--- src/rtl/instr_encoder_loader.sv ---
// Encodes symbolic MIPS instruction requests into 32-bit words and writes them
// sequentially into instruction memory through an acknowledged write port.
module instr_encoder_loader #(
  parameter int unsigned ADDR_W    = 6,
  parameter int unsigned BASE_ADDR = 0
) (
  input  logic              clk,
  input  logic              reset,
  input  logic              in_valid,
  output logic              in_ready,
  input  logic [3:0]        in_op,
  input  logic [4:0]        in_rs,
  input  logic [4:0]        in_rt,
  input  logic [4:0]        in_rd,
  input  logic [15:0]       in_imm,
  input  logic              in_last,
  input  logic              restart,
  output logic              mem_we,
  output logic [ADDR_W-1:0] mem_addr,
  output logic [31:0]       mem_wdata,
  input  logic              mem_ack,
  output logic [ADDR_W:0]   word_count,
  output logic              done,
  output logic              full,
  output logic              err
);

  typedef enum logic [1:0] {S_LOAD, S_WRITE, S_DONE} state_t;

  localparam logic [ADDR_W-1:0] BASE = BASE_ADDR[ADDR_W-1:0];
  localparam logic [ADDR_W:0]   CAP  = {1'b1, {ADDR_W{1'b0}}};

  state_t          state;
  logic            last_q;
  logic            legal;
  logic [31:0]     enc;
  logic [ADDR_W:0] wc_next;

  always_comb begin
    legal = 1'b1;
    enc   = '0;
    unique case (in_op)
      4'd0: enc = {6'b000000, in_rs, in_rt, in_rd, 5'b0, 6'b100000};
      4'd1: enc = {6'b000000, in_rs, in_rt, in_rd, 5'b0, 6'b100010};
      4'd2: enc = {6'b000000, in_rs, in_rt, in_rd, 5'b0, 6'b100100};
      4'd3: enc = {6'b000000, in_rs, in_rt, in_rd, 5'b0, 6'b100101};
      4'd4: enc = {6'b000000, in_rs, in_rt, in_rd, 5'b0, 6'b101010};
      4'd5: enc = {6'b100011, in_rs, in_rt, in_imm};
      4'd6: enc = {6'b101011, in_rs, in_rt, in_imm};
      4'd7: enc = {6'b000100, in_rs, in_rt, in_imm};
      4'd8: enc = {6'b001000, in_rs, in_rt, in_imm};
      default: legal = 1'b0;
    endcase
  end

  assign wc_next = word_count + (ADDR_W+1)'(1);

  always_ff @(posedge clk) begin
    if (reset) begin
      state      <= S_LOAD;
      in_ready   <= 1'b1;
      mem_we     <= 1'b0;
      mem_addr   <= BASE;
      mem_wdata  <= '0;
      word_count <= '0;
      done       <= 1'b0;
      full       <= 1'b0;
      err        <= 1'b0;
      last_q     <= 1'b0;
    end else begin
      unique case (state)
        S_LOAD: begin
          if (in_valid) begin
            if (legal) begin
              mem_wdata <= enc;
              mem_we    <= 1'b1;
              in_ready  <= 1'b0;
              last_q    <= in_last;
              state     <= S_WRITE;
            end else begin
              err <= 1'b1;
              if (in_last) begin
                in_ready <= 1'b0;
                done     <= 1'b1;
                state    <= S_DONE;
              end
            end
          end
        end
        S_WRITE: begin
          if (mem_ack) begin
            mem_we     <= 1'b0;
            word_count <= wc_next;
            mem_addr   <= mem_addr + ADDR_W'(1);
            // Capacity reached ends the load even without in_last.
            if (last_q || wc_next == CAP) begin
              full  <= (wc_next == CAP);
              done  <= 1'b1;
              state <= S_DONE;
            end else begin
              in_ready <= 1'b1;
              state    <= S_LOAD;
            end
          end
        end
        S_DONE: begin
          if (restart) begin
            word_count <= '0;
            mem_addr   <= BASE;
            done       <= 1'b0;
            full       <= 1'b0;
            err        <= 1'b0;
            in_ready   <= 1'b1;
            state      <= S_LOAD;
          end
        end
        default: state <= S_LOAD;
      endcase
    end
  end

endmodule

--- config.mk ---
export PLATFORM = sky130hd
export DESIGN_NAME = instr_encoder_loader
export DESIGN_NICKNAME = d
export VERILOG_FILES = /design/src/rtl/instr_encoder_loader.sv
export SDC_FILE = /design/constraint.sdc
export NUM_CORES = 1
export LEC_CHECK = 0
export CAP_MARGIN = 20
export CORE_MARGIN = 2
export CORE_UTILIZATION = 45
export CTS_BUF_LIST = sky130_fd_sc_hd__clkbuf_4 sky130_fd_sc_hd__clkbuf_8
export DETAILED_ROUTE_END_ITERATION = 8
export HOLD_SLACK_MARGIN = 0.03
export PLACE_DENSITY = 0.79
export SLEW_MARGIN = 20
export SYNTH_ARGS = -nofsm -noshare
export SYNTH_HDL_FRONTEND = slang
export SYNTH_SLANG_ARGS = --single-unit
export TNS_END_PERCENT = 1
--- constraint.sdc ---
create_clock -name clk -period 2 [get_ports clk]
set_clock_uncertainty 0.1 [all_clocks]
set_input_delay 0.4 -clock clk [delete_from_list [all_inputs] [get_ports clk]]
set_output_delay 0.4 -clock clk [all_outputs]
set_load 0.05 [all_outputs]
==> impl_metrics.py <==
metrics = {
    "clock_tree": {
        "path_clk_slew_ns": 0.09,
        "clockRootBuffer": "clkbuf_8",
        "cts_buffers": 5,
        "clk-insertion-delay-late_ns": 0.31,
        "clk_path_buf_depth": 2,
        "holdBufCountCts": 0,
        "cts_tree": "done",
        "htree_levels": 2,
        "cts_num_sinks": 50,
    },
    "grt": {
        "grt_pass1_vias": 2524,
        "overflow": 0,
        "grt_max_degree": 24,
        "antenna_found_initial": 0,
        "grtUsageTotal_pct": 21.8,
        "grt_pass1_wl_um": 11300,
    },
    "pwr": {
        "total_leakage_power_nw": 1.63,
        "peakVddDrop_mv": 0.426,
        "power.total_mw": 2.92,
        "powerDensity_nw_per_um2": 773,
    },
    "setup_path": {
        "critical_path.max_fanout": 2,
        "critical_path.startpoint_type": "flop",
        "max_stage_delay_ns": 0.81,
        "r2r.worst_path.cells": 6,
        "path_delay_family": "buffers and inverters",
        "regToRegSetupSlack_ns": 0.10,
        "worst_path_max_delay_cell": "clkdlybuf4s50_1",
        "critical_path.endpoint": "mem_wdata[9]",
        "cp_num_cells": 1,
        "worstPathRequired_ns": 1.50,
        "arrival_ns": 1.47,
        "crit_type": "reg -> out",
        "crit_chain": "clkdlybuf4s50_1",
        "crit_path_end_kind": "output pin",
        "cp-startpoint": "mem_wdata[9]$_SDFFE_PP0P_",
        "regToRegEndpoint": "done$_SDFFE_PP0P_",
        "critPathBufInv": 1,
        "r2r-start": "word_count[1]$_SDFFE_PP0P_",
    },
    "routing": {
        "drt_iter0_markers": 167,
        "wl_um": 6820,
        "drc_errors": 0,
        "drtAntennaViolNets": 0,
        "dr.pass1.iters": 5,
        "post_drt_wl_per_cell_um": 13.6,
        "via_count": 2745,
        "post_drt_via_cell_ratio": 5.48,
    },
    "sta": {
        "timing.final.crit_share_pct": 98.6,
        "whs_ns": 0.317,
        "rsz0062_at_grt": "true",
        "hold_viol": 0,
        "tightest_slew_ns": 0.529,
        "setup-violations-final": 0,
        "maxSlewHeadroom_pct": 64.7,
        "max_freq_mhz": 507,
        "period_minus_slack_ns": 1.97,
        "slew_viol_final": 0,
    },
    "yosys": {
        "yosys.area_share.simple_pct": 25.5,
        "synth_xor_area_share_pct": 1.69,
        "synth_area_um2": 2600,
        "yosysWarnings": 0,
        "synthArstFlopShare_pct": 0,
        "synthMuxAreaShare_pct": 2.12,
        "postSynthAreaPerCell_um2": 7.99,
        "yosysSeqAreaShare_pct": 38.5,
        "synth_edf_count": 0,
        "syn-instance-count": 325,
        "synth_compound_area_share_pct": 22.4,
        "yosysUniqueCellTypes": 54,
        "synth_top_family_by_area": "simple AND/OR/NAND/NOR gates",
        "synth_seq_cells": 50,
        "mappedNetlistNets": 372,
        "synth_fa_ha_area_share_pct": 2.89,
        "synthFlopType": "dfxtp_1",
    },
    "place": {
        "io_buffers": 89,
        "dpl.hpwl_um": 5000,
        "place.gp.congestion": 0.827,
    },
    "floorplanning": {
        "io_pins": 91,
        "die_area_um2": 6400,
        "rows": 27,
        "die_width_um": 80.0,
        "design.core.area_um2": 5540,
        "die_h_um": 80.0,
        "initial_core_util_pct": 46.9,
    },
    "finish": {
        "final_nets": 475,
        "antenna_cells": 0,
        "drive_gt1_share_pct": 18.9,
        "area_delta_synth_final_pct": 45.4,
    },
    "flow_run": {
        "maxCapViolCount": 0,
    },
    "worst_hold_path": {
        "hp-class": "in -> reg",
    },
    "run_status": {
        "outcome": "completed",
    },
}
[through the flow]
stage	area, µm²	worst slack (ns)	TNS [ns]	utilization [%]	std cells
after global routing	3780	-0.0136	-0.0136	68.2	501
final	3780	0.0278	0	68.2	501
after global placement	3600	-0.133	-3.21	65.1	493
after floorplan	2600	0.0169	0	-	325
after CTS	3750	0.00504	0	67.6	501
after detailed placement	3600	-0.167	-3.81	65.1	493
[registers in the layout (all words and copies together), names as in the netlist]
register    count
mem_wdata      29
word_count      7
mem_addr        6
state           2
done            1
err             1
full            1
in_ready        1
last_q          1
mem_we          1
[routing by layer]
layer	track usage [%]	up-vias	part of all wire [%]
met1	26.2	1279	41
met5	0	-	0
met4	5.42	0	0.94
li1	-	1351	-
met3	6.45	9	9.1
met2	37.8	106	49
[cell usage in the layout, fill, tap and decap left out, types with 6 or more instances in the layout]
| cell type | instances |
|---|---|
| nor2b_1 | 8 |
| o21ai_0 | 12 |
| a21oi_1 | 37 |
| clkbuf_8 | 6 |
| a22oi_1 | 9 |
| dlymetal6s2s_1 | 9 |
| dfxtp_1 | 47 |
| nand2_1 | 42 |
| ha_1 | 6 |
| buf_4 | 56 |
| o21ai_1 | 6 |
| nand3_1 | 14 |
| nor2_1 | 33 |
| clkdlybuf4s50_1 | 55 |
[worst min-delay path by stage]
| stage | startpoint | cells past startpoint | slack (ns) | end |
|---|---|---|---|---|
| after floorplan | last_q$_SDFFE_PP0P_ | 2 | 0.36 | last_q$_SDFFE_PP0P_ |
| after global placement | mem_wdata[7]$_SDFFE_PP0P_ | 2 | 0.34 | mem_wdata[7]$_SDFFE_PP0P_ |
| after detailed placement | mem_wdata[9]$_SDFFE_PP0P_ | 2 | 0.34 | mem_wdata[9]$_SDFFE_PP0P_ |
| after CTS | reset | 2 | 0.31 | mem_wdata[27]$_SDFFE_PP0P_ |
| after global routing | reset | 2 | 0.34 | mem_addr[0]$_SDFFE_PP0P_ |
| final | reset | 2 | 0.32 | mem_addr[0]$_SDFFE_PP0P_ |
[layout make-up]
type / instances / area [µm²]
Multi-Input combinational cell: 244 / 1430
Tap cell: 72 / 90.1
Sequential cell: 50 / 1000
Timing Repair Buffer: 121 / 1090
Inverter: 6 / 22.5
Clock buffer: 6 / 82.6
Fill cell: 482 / 1760
Clock inverter: 2 / 60.1
[power by group]
group	leakage, nW	switching [mW]	internal [mW]
combinational	1.15	0.555	0.359
clock	0.0714	0.359	0.534
sequential	0.408	0.0437	1.07
[cells by family (layout without fill, tap and decap cells)]
group	after synthesis	after routing
AND/OR/NAND/NOR	134	134
adder cells (fa/ha/maj)	6	6
multiplexers	5	5
flip-flops	50	50
buffers and inverters	31	135
AO/OA/AOI/OAI	93	93
XOR/XNOR	5	5
other	1	1
[cells in the mapped netlist, drive strengths merged (2+ instances only)]
master | instances | area [µm²]
a31oi | 5 | 31.3
clkbuf | 7 | 26.3
nor2b | 8 | 50.1
a21oi | 38 | 194
nand3b | 2 | 15.0
a21boi | 2 | 15.0
or2 | 2 | 12.5
xor2 | 3 | 26.3
a22oi | 9 | 67.6
and3 | 5 | 31.3
nor3 | 8 | 60.1
ha | 6 | 75.1
mux2 | 4 | 45.0
or3 | 4 | 25.0
inv | 6 | 22.5
nand3 | 15 | 80.1
o21ai | 18 | 90.1
xnor2 | 2 | 17.5
and2 | 5 | 31.3
nand2b | 2 | 12.5
buf | 18 | 125
dfxtp | 50 | 1000
a211oi | 4 | 30.0
o221ai | 5 | 43.8
nand4 | 3 | 25.0
nor2 | 33 | 124
a311oi | 4 | 35.0
nand2 | 43 | 164
[what timing repair did]
| action | CTS | global route |
|---|---|---|
| setup buffers | 0 | 0 |
| endpoints found under the setup margin | 0 | 12 |
| resized for setup | 0 | 11 |
Power figures use the tool's default switching activity.
